File: config.mk
export PLATFORM = sky130hd
export DESIGN_NAME = fetch_stage
export DESIGN_NICKNAME = d
export VERILOG_FILES = /design/src/rtl/pipe_pkg.sv /design/src/rtl/if_id_reg.sv /design/src/rtl/fetch_stage.sv
export SDC_FILE = /design/constraint.sdc
export NUM_CORES = 1
export LEC_CHECK = 0
export BUFFER_PORTS_ARGS = -buffer_cell sky130_fd_sc_hd__buf_2
export CORE_ASPECT_RATIO = 1.5
export CORE_MARGIN = 2
export CORE_UTILIZATION = 54
export DETAILED_ROUTE_END_ITERATION = 8
export PLACE_DENSITY = 0.85
export SYNTH_ARGS = -nofsm -noshare
export SYNTH_HDL_FRONTEND = slang
export SYNTH_SLANG_ARGS = --single-unit
File: constraint.sdc
create_clock -name clk -period 3.8 [get_ports clk]
set_input_delay 0.76 -clock clk [delete_from_list [all_inputs] [get_ports clk]]
set_output_delay 0.76 -clock clk [all_outputs]
set_load 0.1 [all_outputs]
File: src/rtl/pipe_pkg.sv
// Shared pipeline types and constants used by fetch, decode and the hazard unit.
package pipe_pkg;

    typedef logic [15:0] instr_t;

    localparam instr_t      NOP_INSTR = 16'h0800;
    localparam logic [15:0] RESET_PC  = 16'h0000;

    typedef enum logic [1:0] {
        ST_RUN  = 2'd0,
        ST_WAIT = 2'd1,
        ST_HALT = 2'd2
    } fetch_state_t;

endpackage

File: src/rtl/if_id_reg.sv
// IF/ID pipeline latch: inject-NOP beats load, and neither means hold.
module if_id_reg
    import pipe_pkg::*;
#(
    parameter instr_t      NOP_VAL   = NOP_INSTR,
    parameter logic [15:0] PC2_RESET = RESET_PC
) (
    input  logic        clk,
    input  logic        rst,
    input  logic        load,
    input  logic        inject_nop,
    input  instr_t      instr_in,
    input  logic [15:0] pc2_in,
    output instr_t      instr,
    output logic [15:0] pc2,
    output logic        valid
);

    // pc2 is left alone on a bubble; consumers only look at it when valid.
    always_ff @(posedge clk) begin
        if (!rst) begin
            instr <= NOP_VAL;
            pc2   <= PC2_RESET;
            valid <= 1'b0;
        end else if (inject_nop) begin
            instr <= NOP_VAL;
            valid <= 1'b0;
        end else if (load) begin
            instr <= instr_in;
            pc2   <= pc2_in;
            valid <= 1'b1;
        end
    end

endmodule

File: src/rtl/fetch_stage.sv
// IF stage: PC, imem request FSM (RUN/WAIT/HALT), one-entry redirect buffer, IF/ID latch.
// Optional FETCH_PERF_EN adds saturating fetch/stall counters.
module fetch_stage
    import pipe_pkg::instr_t, pipe_pkg::fetch_state_t,
           pipe_pkg::ST_RUN, pipe_pkg::ST_WAIT, pipe_pkg::ST_HALT;
#(
    parameter logic [15:0] RESET_PC  = pipe_pkg::RESET_PC,
    parameter instr_t      NOP_INSTR = pipe_pkg::NOP_INSTR,
    parameter logic [15:0] PC_INC    = 16'd2
) (
    input  logic         clk,
    input  logic         rst,
    input  logic         hold,
    input  logic         flush,
    input  logic         redirect_valid,
    input  logic [15:0]  redirect_pc,
    input  logic         halt_in,
    output logic         imem_rd,
    output logic [15:0]  imem_addr,
    input  instr_t       imem_rdata,
    input  logic         imem_done,
    input  logic         imem_stall,
    output logic [15:0]  pc,
    output instr_t       if_id_instr,
    output logic [15:0]  if_id_pc2,
    output logic         if_id_valid,
    output logic         fetch_stall,
    output logic         halted,
`ifdef FETCH_PERF_EN
    output logic [31:0]  perf_fetch_cnt,
    output logic [31:0]  perf_stall_cnt,
`endif
    output fetch_state_t fsm_state
);

    fetch_state_t state, state_n;
    logic [15:0]  pc_n, pend_pc, pend_pc_n, redir, pc_inc;
    logic         pend_valid, pend_valid_n, halt_pend, halt_pend_n;
    logic         rd, load, nop;

    assign redir     = {redirect_pc[15:1], 1'b0};
    assign pc_inc    = pc + PC_INC;
    assign imem_rd   = rst & rd;
    assign imem_addr = pc;
    assign fetch_stall = rst & ((state == ST_WAIT) | (rd & imem_stall));
    assign halted    = rst & (state == ST_HALT);
    assign fsm_state = state;

    always_comb begin
        state_n      = state;
        pc_n         = pc;
        pend_valid_n = pend_valid;
        pend_pc_n    = pend_pc;
        halt_pend_n  = halt_pend;
        rd           = 1'b0;
        load         = 1'b0;
        nop          = 1'b0;
        case (state)
            ST_RUN: begin
                rd = ~hold & ~halt_in;
                if (halt_in) begin
                    state_n = ST_HALT;
                    nop     = 1'b1;
                end else if (redirect_valid) begin
                    nop = 1'b1;
                    // A request already on the bus must be drained before the PC may move.
                    if (rd && !imem_done) begin
                        state_n      = ST_WAIT;
                        pend_valid_n = 1'b1;
                        pend_pc_n    = redir;
                    end else begin
                        pc_n = redir;
                    end
                end else if (hold) begin
                    nop = flush;
                end else if (imem_done) begin
                    pc_n = pc_inc;
                    nop  = flush;
                    load = ~flush;
                end else begin
                    state_n = ST_WAIT;
                    nop     = 1'b1;
                end
            end
            ST_WAIT: begin
                rd = 1'b1;
                if (halt_in) halt_pend_n = 1'b1;
                if (redirect_valid) begin
                    pend_valid_n = 1'b1;
                    pend_pc_n    = redir;
                end
                nop = flush | redirect_valid | (~hold & ~imem_done);
                if (imem_done) begin
                    state_n      = ST_RUN;
                    pend_valid_n = 1'b0;
                    halt_pend_n  = 1'b0;
                    if (halt_pend || halt_in) begin
                        state_n = ST_HALT;
                        nop     = 1'b1;
                    end else if (redirect_valid) begin
                        pc_n = redir;
                    end else if (pend_valid) begin
                        pc_n = pend_pc;
                        if (!hold) nop = 1'b1;
                    end else if (!hold) begin
                        // Under hold the word is dropped and refetched from the same pc.
                        pc_n = pc_inc;
                        load = ~flush;
                    end
                end
            end
            ST_HALT: begin
                nop = 1'b1;
            end
            default: begin
                state_n = ST_RUN;
            end
        endcase
    end

    always_ff @(posedge clk) begin
        if (!rst) begin
            state      <= ST_RUN;
            pc         <= RESET_PC;
            pend_valid <= 1'b0;
            pend_pc    <= RESET_PC;
            halt_pend  <= 1'b0;
        end else begin
            state      <= state_n;
            pc         <= pc_n;
            pend_valid <= pend_valid_n;
            pend_pc    <= pend_pc_n;
            halt_pend  <= halt_pend_n;
        end
    end

    if_id_reg #(
        .NOP_VAL   (NOP_INSTR),
        .PC2_RESET (RESET_PC)
    ) u_if_id (
        .clk        (clk),
        .rst        (rst),
        .load       (load),
        .inject_nop (nop),
        .instr_in   (imem_rdata),
        .pc2_in     (pc_inc),
        .instr      (if_id_instr),
        .pc2        (if_id_pc2),
        .valid      (if_id_valid)
    );

`ifdef FETCH_PERF_EN
    always_ff @(posedge clk) begin
        if (!rst) begin
            perf_fetch_cnt <= 32'd0;
            perf_stall_cnt <= 32'd0;
        end else begin
            if (load && (perf_fetch_cnt != 32'hFFFF_FFFF))
                perf_fetch_cnt <= perf_fetch_cnt + 32'd1;
            if ((fetch_stall || hold) && (perf_stall_cnt != 32'hFFFF_FFFF))
                perf_stall_cnt <= perf_stall_cnt + 32'd1;
        end
    end
`endif

endmodule

==> flow_summary.ini <==
[global_route]
first_pass_grt_wire_length_um = 13100
first_global_vias = 2922
antenna_found_initial = 0
pin_count_of_the_biggest_net_entering_global_routing = 43
grt_overflow_total = 0
track_usage = 0.252

[power]
cellInternalPower_mw = 1.10
vdd_ir_drop_max_uv = 280
power_per_cell_area_nw_per_um2 = 413
power.total_mw = 1.63
power.switching_mw = 0.531
power_leakage_nw = 1.78
power.sequential.fraction = 0.451
power.switching_fraction = 0.326
pwr-share-comb = 0.201
clkPwrFrac = 0.348

[logic_synthesis]
synth.distinct_cells = 58
async_flop_share = 0
number_of_instances_in_the_synthesized_netlist = 376
post_synth_instance_area_um2 = 3300
synth-seq-cells = 66
syn_avg_cell_area_um2 = 8.78
synth_top_area_share = 0.400
part_of_the_yosys_area_used_for_sequential_elements = 0.400
yosys_most_used_dff = sky130_fd_sc_hd__dfxtp_1
synth.top_cells.by_area = sky130_fd_sc_hd__dfxtp_1 (40%), sky130_fd_sc_hd__mux2i_1 (10%), sky130_fd_sc_hd__buf_4 (4.3%)
synth_edf_count = 0
yosysTopAreaCell = sky130_fd_sc_hd__dfxtp_1
synth-warning-count = 0

[floorplan]
die-area_um2 = 6770
chipWidth_um = 67.8
placement_rows = 34
floorplan.die.height_um = 99.8
starting_density = 0.562
i_o_pin_count = 110
core_um2 = 5870

[cells_and_area]
num_antenna_cells = 0
fill_cell_count = 482
finalNetCount = 496
layout.cells.most_common = sky130_fd_sc_hd__buf_2
post_route_cells_drive_above_1_share = 0.307
mostFrequentLayoutCells = sky130_fd_sc_hd__buf_2 (102), sky130_fd_sc_hd__dfxtp_1 (66), sky130_fd_sc_hd__nor2_1 (37), sky130_fd_sc_hd__mux2i_1 (33), sky130_fd_sc_hd__nor3_1 (25)
areaGrowthSynthToFinish_pct = 19.4
fin_cells = 531
final_design_area_no_fill_um2 = 3940

[clock_tree]
post-cts-setup-buffers = 0
cts_made_buffers = 9
ctsHtreeMaxLevel = 3
cts_hold_buffers = 0
worst_case_clock_buffer_depth = 2
cts_tree = built
ctsResizeCount = 0
worstSkewPairLatency_ps = 340
sink_count = 66
cts-root-buf = sky130_fd_sc_hd__clkbuf_8
clkSlewWorstSetupHoldPaths_ps = 60

[route]
antenna_left = 0
wire_per_inst_um = 16.3
detail_route.drc_violations = 0
detail_route.vias_per_cell = 5.92
drtPass1Iterations = 5
drt_wl_total_um = 8650
route.vias.total = 3146
first_iter_violations = 206

[sta]
worst_slew_margin_relative_to_its_limit = 0.256
hold_viol = 0
worstMarginPinSlew_ps = 1120
drv_slew = 0
fin_setup_tns_ps = 0
finalCritPeriodShare = 0.721
period_needed_ps = 2740
setup-violations-final = 0
hold_slack_ps = 494
finalClockSkew_ps = 10.5
fmax_mhz = 365
unrepaired_setup_endpoints_after_global_routing = false

[worst_hold_path]
min-delay-start = u_if_id.valid
min_delay_path_depth = 2
hold_path_class = flop to flop
min_delay_worst_endpoint = u_if_id.valid

[critical_path]
critPathRequiredTime_ps = 3040
critPathMaxStageDelay_ps = 620
worst_path_max_delay_cell = sky130_fd_sc_hd__dfxtp_1
cp-start-kind = flop
rrSetupSlack_ps = 1690
r2r-start = imem_addr[1]
cp.buffers_inverters = 1
crit_path_cell_trace = o21ba_2, or3_1, nor2_1, buf_12
cp_capture_type = primary output
path_delay_family = flip-flops
endpoint_of_the_worst_slack_reg_to_reg_timing_path = imem_addr[13]
cp.arrival_ps = 1980
critPathMaxFanout = 16
path_class = flop to primary output
reg2regPathDepth = 5

[status]
status = finished clean

[job]
drv_cap = 0

[placement]
dpl.cell_count = 516
placedInstanceArea_um2 = 3760
dp_hpwl_um = 6100
numPortBuffers = 105
globalplace.congestion = 0.907
-- layout make-up --
class,count,area (um2),share of cell area
Multi-Input combinational cell,262,1720,0.436
Sequential cell,66,1320,0.335
Timing Repair Buffer,109,601,0.152
Clock buffer,12,145,0.0368
Tap cell,72,90.1,0.0229
Clock inverter,3,40.0,0.0102
Inverter,7,26.3,0.00667
-- tightest hold or removal path, cell delays in order (launching register included) --
cell and delay (ps):
sky130_fd_sc_hd__dfxtp_1 310, sky130_fd_sc_hd__nor2_1 100, sky130_fd_sc_hd__nor3_1 40
-- worst max path at each step --
stage	startpoint	end	slack (ps)	depth (start not counted)
2_1_floorplan	fsm_state[0]	fetch_stall	160	3
3_3_place_gp	hold	fetch_stall	1130	5
3_5_place_dp	redirect_valid	u_if_id.instr[14]	1090	6
4_1_cts	fsm_state[0]	fetch_stall	1040	4
5_1_grt	fsm_state[0]	fetch_stall	970	4
6_report	fsm_state[0]	fetch_stall	1060	4
-- metal layers --
layer | vias to the layer above | global-route usage | part of all wire
li1 | 1497 | - | -
met1 | 1447 | 0.273 | 0.39
met2 | 179 | 0.435 | 0.50
met3 | 23 | 0.0769 | 0.092
met4 | 0 | 0.117 | 0.024
met5 | - | 0 | 0
-- synthesized netlist by cell type, types with 3 or more instances --
library cell	instances
sky130_fd_sc_hd__inv_1	6
sky130_fd_sc_hd__a211oi_1	10
sky130_fd_sc_hd__nor2_1	37
sky130_fd_sc_hd__nor2b_1	4
sky130_fd_sc_hd__o21ai_0	12
sky130_fd_sc_hd__mux2i_1	33
sky130_fd_sc_hd__o211ai_1	5
sky130_fd_sc_hd__and3_1	8
sky130_fd_sc_hd__nor3_1	25
sky130_fd_sc_hd__nand4_1	3
sky130_fd_sc_hd__a21oi_1	14
sky130_fd_sc_hd__buf_2	7
sky130_fd_sc_hd__a221oi_1	5
sky130_fd_sc_hd__and2_1	3
sky130_fd_sc_hd__nand3_1	12
sky130_fd_sc_hd__o2bb2ai_1	4
sky130_fd_sc_hd__xor2_1	7
sky130_fd_sc_hd__dfxtp_1	66
sky130_fd_sc_hd__buf_4	19
sky130_fd_sc_hd__o22ai_1	5
sky130_fd_sc_hd__o31ai_1	3
sky130_fd_sc_hd__xnor2_1	4
sky130_fd_sc_hd__clkbuf_1	15
sky130_fd_sc_hd__nor4_1	3
sky130_fd_sc_hd__o221a_2	3
sky130_fd_sc_hd__nand2_1	24
-- sequential cells by signal, summed over array words and instances (netlist names) --
signal         count
u_if_id.instr     16
u_if_id.pc2       15
imem_addr         15
pend_valid         1
halt_pend          1
pend_pc           15
fsm_state          2
u_if_id.valid      1
-- kinds of logic after synthesis --
| group | Yosys count | share of synthesized area |
|---|---|---|
| AO/OA/AOI/OAI | 78 | 0.172 |
| AND/OR/NAND/NOR | 134 | 0.204 |
| buffers and inverters | 50 | 0.0834 |
| adder cells (fa/ha/maj) | 1 | 0.00379 |
| other | 1 | 0.00114 |
| multiplexers | 35 | 0.107 |
| XOR/XNOR | 11 | 0.0292 |
| flip-flops | 66 | 0.400 |
-- metrics by stage --
stage	utilization	setup slack (ps)
final	0.671	1060
after global placement	0.640	1130
after detailed placement	0.640	1090
after floorplan	-	158
after CTS	0.671	1040
after global routing	0.671	965
-- power by group through the flow --
stage,logic (mW),registers (mW),clock network (mW)
3_5_place_dp,0.326,0.749,0
5_1_grt,0.342,0.737,0.607
3_3_place_gp,0.322,0.748,0
4_1_cts,0.327,0.733,0.572
2_1_floorplan,0.188,0.826,0
6_report,0.328,0.734,0.567
Note: power is estimated with default switching activity, not from simulation.
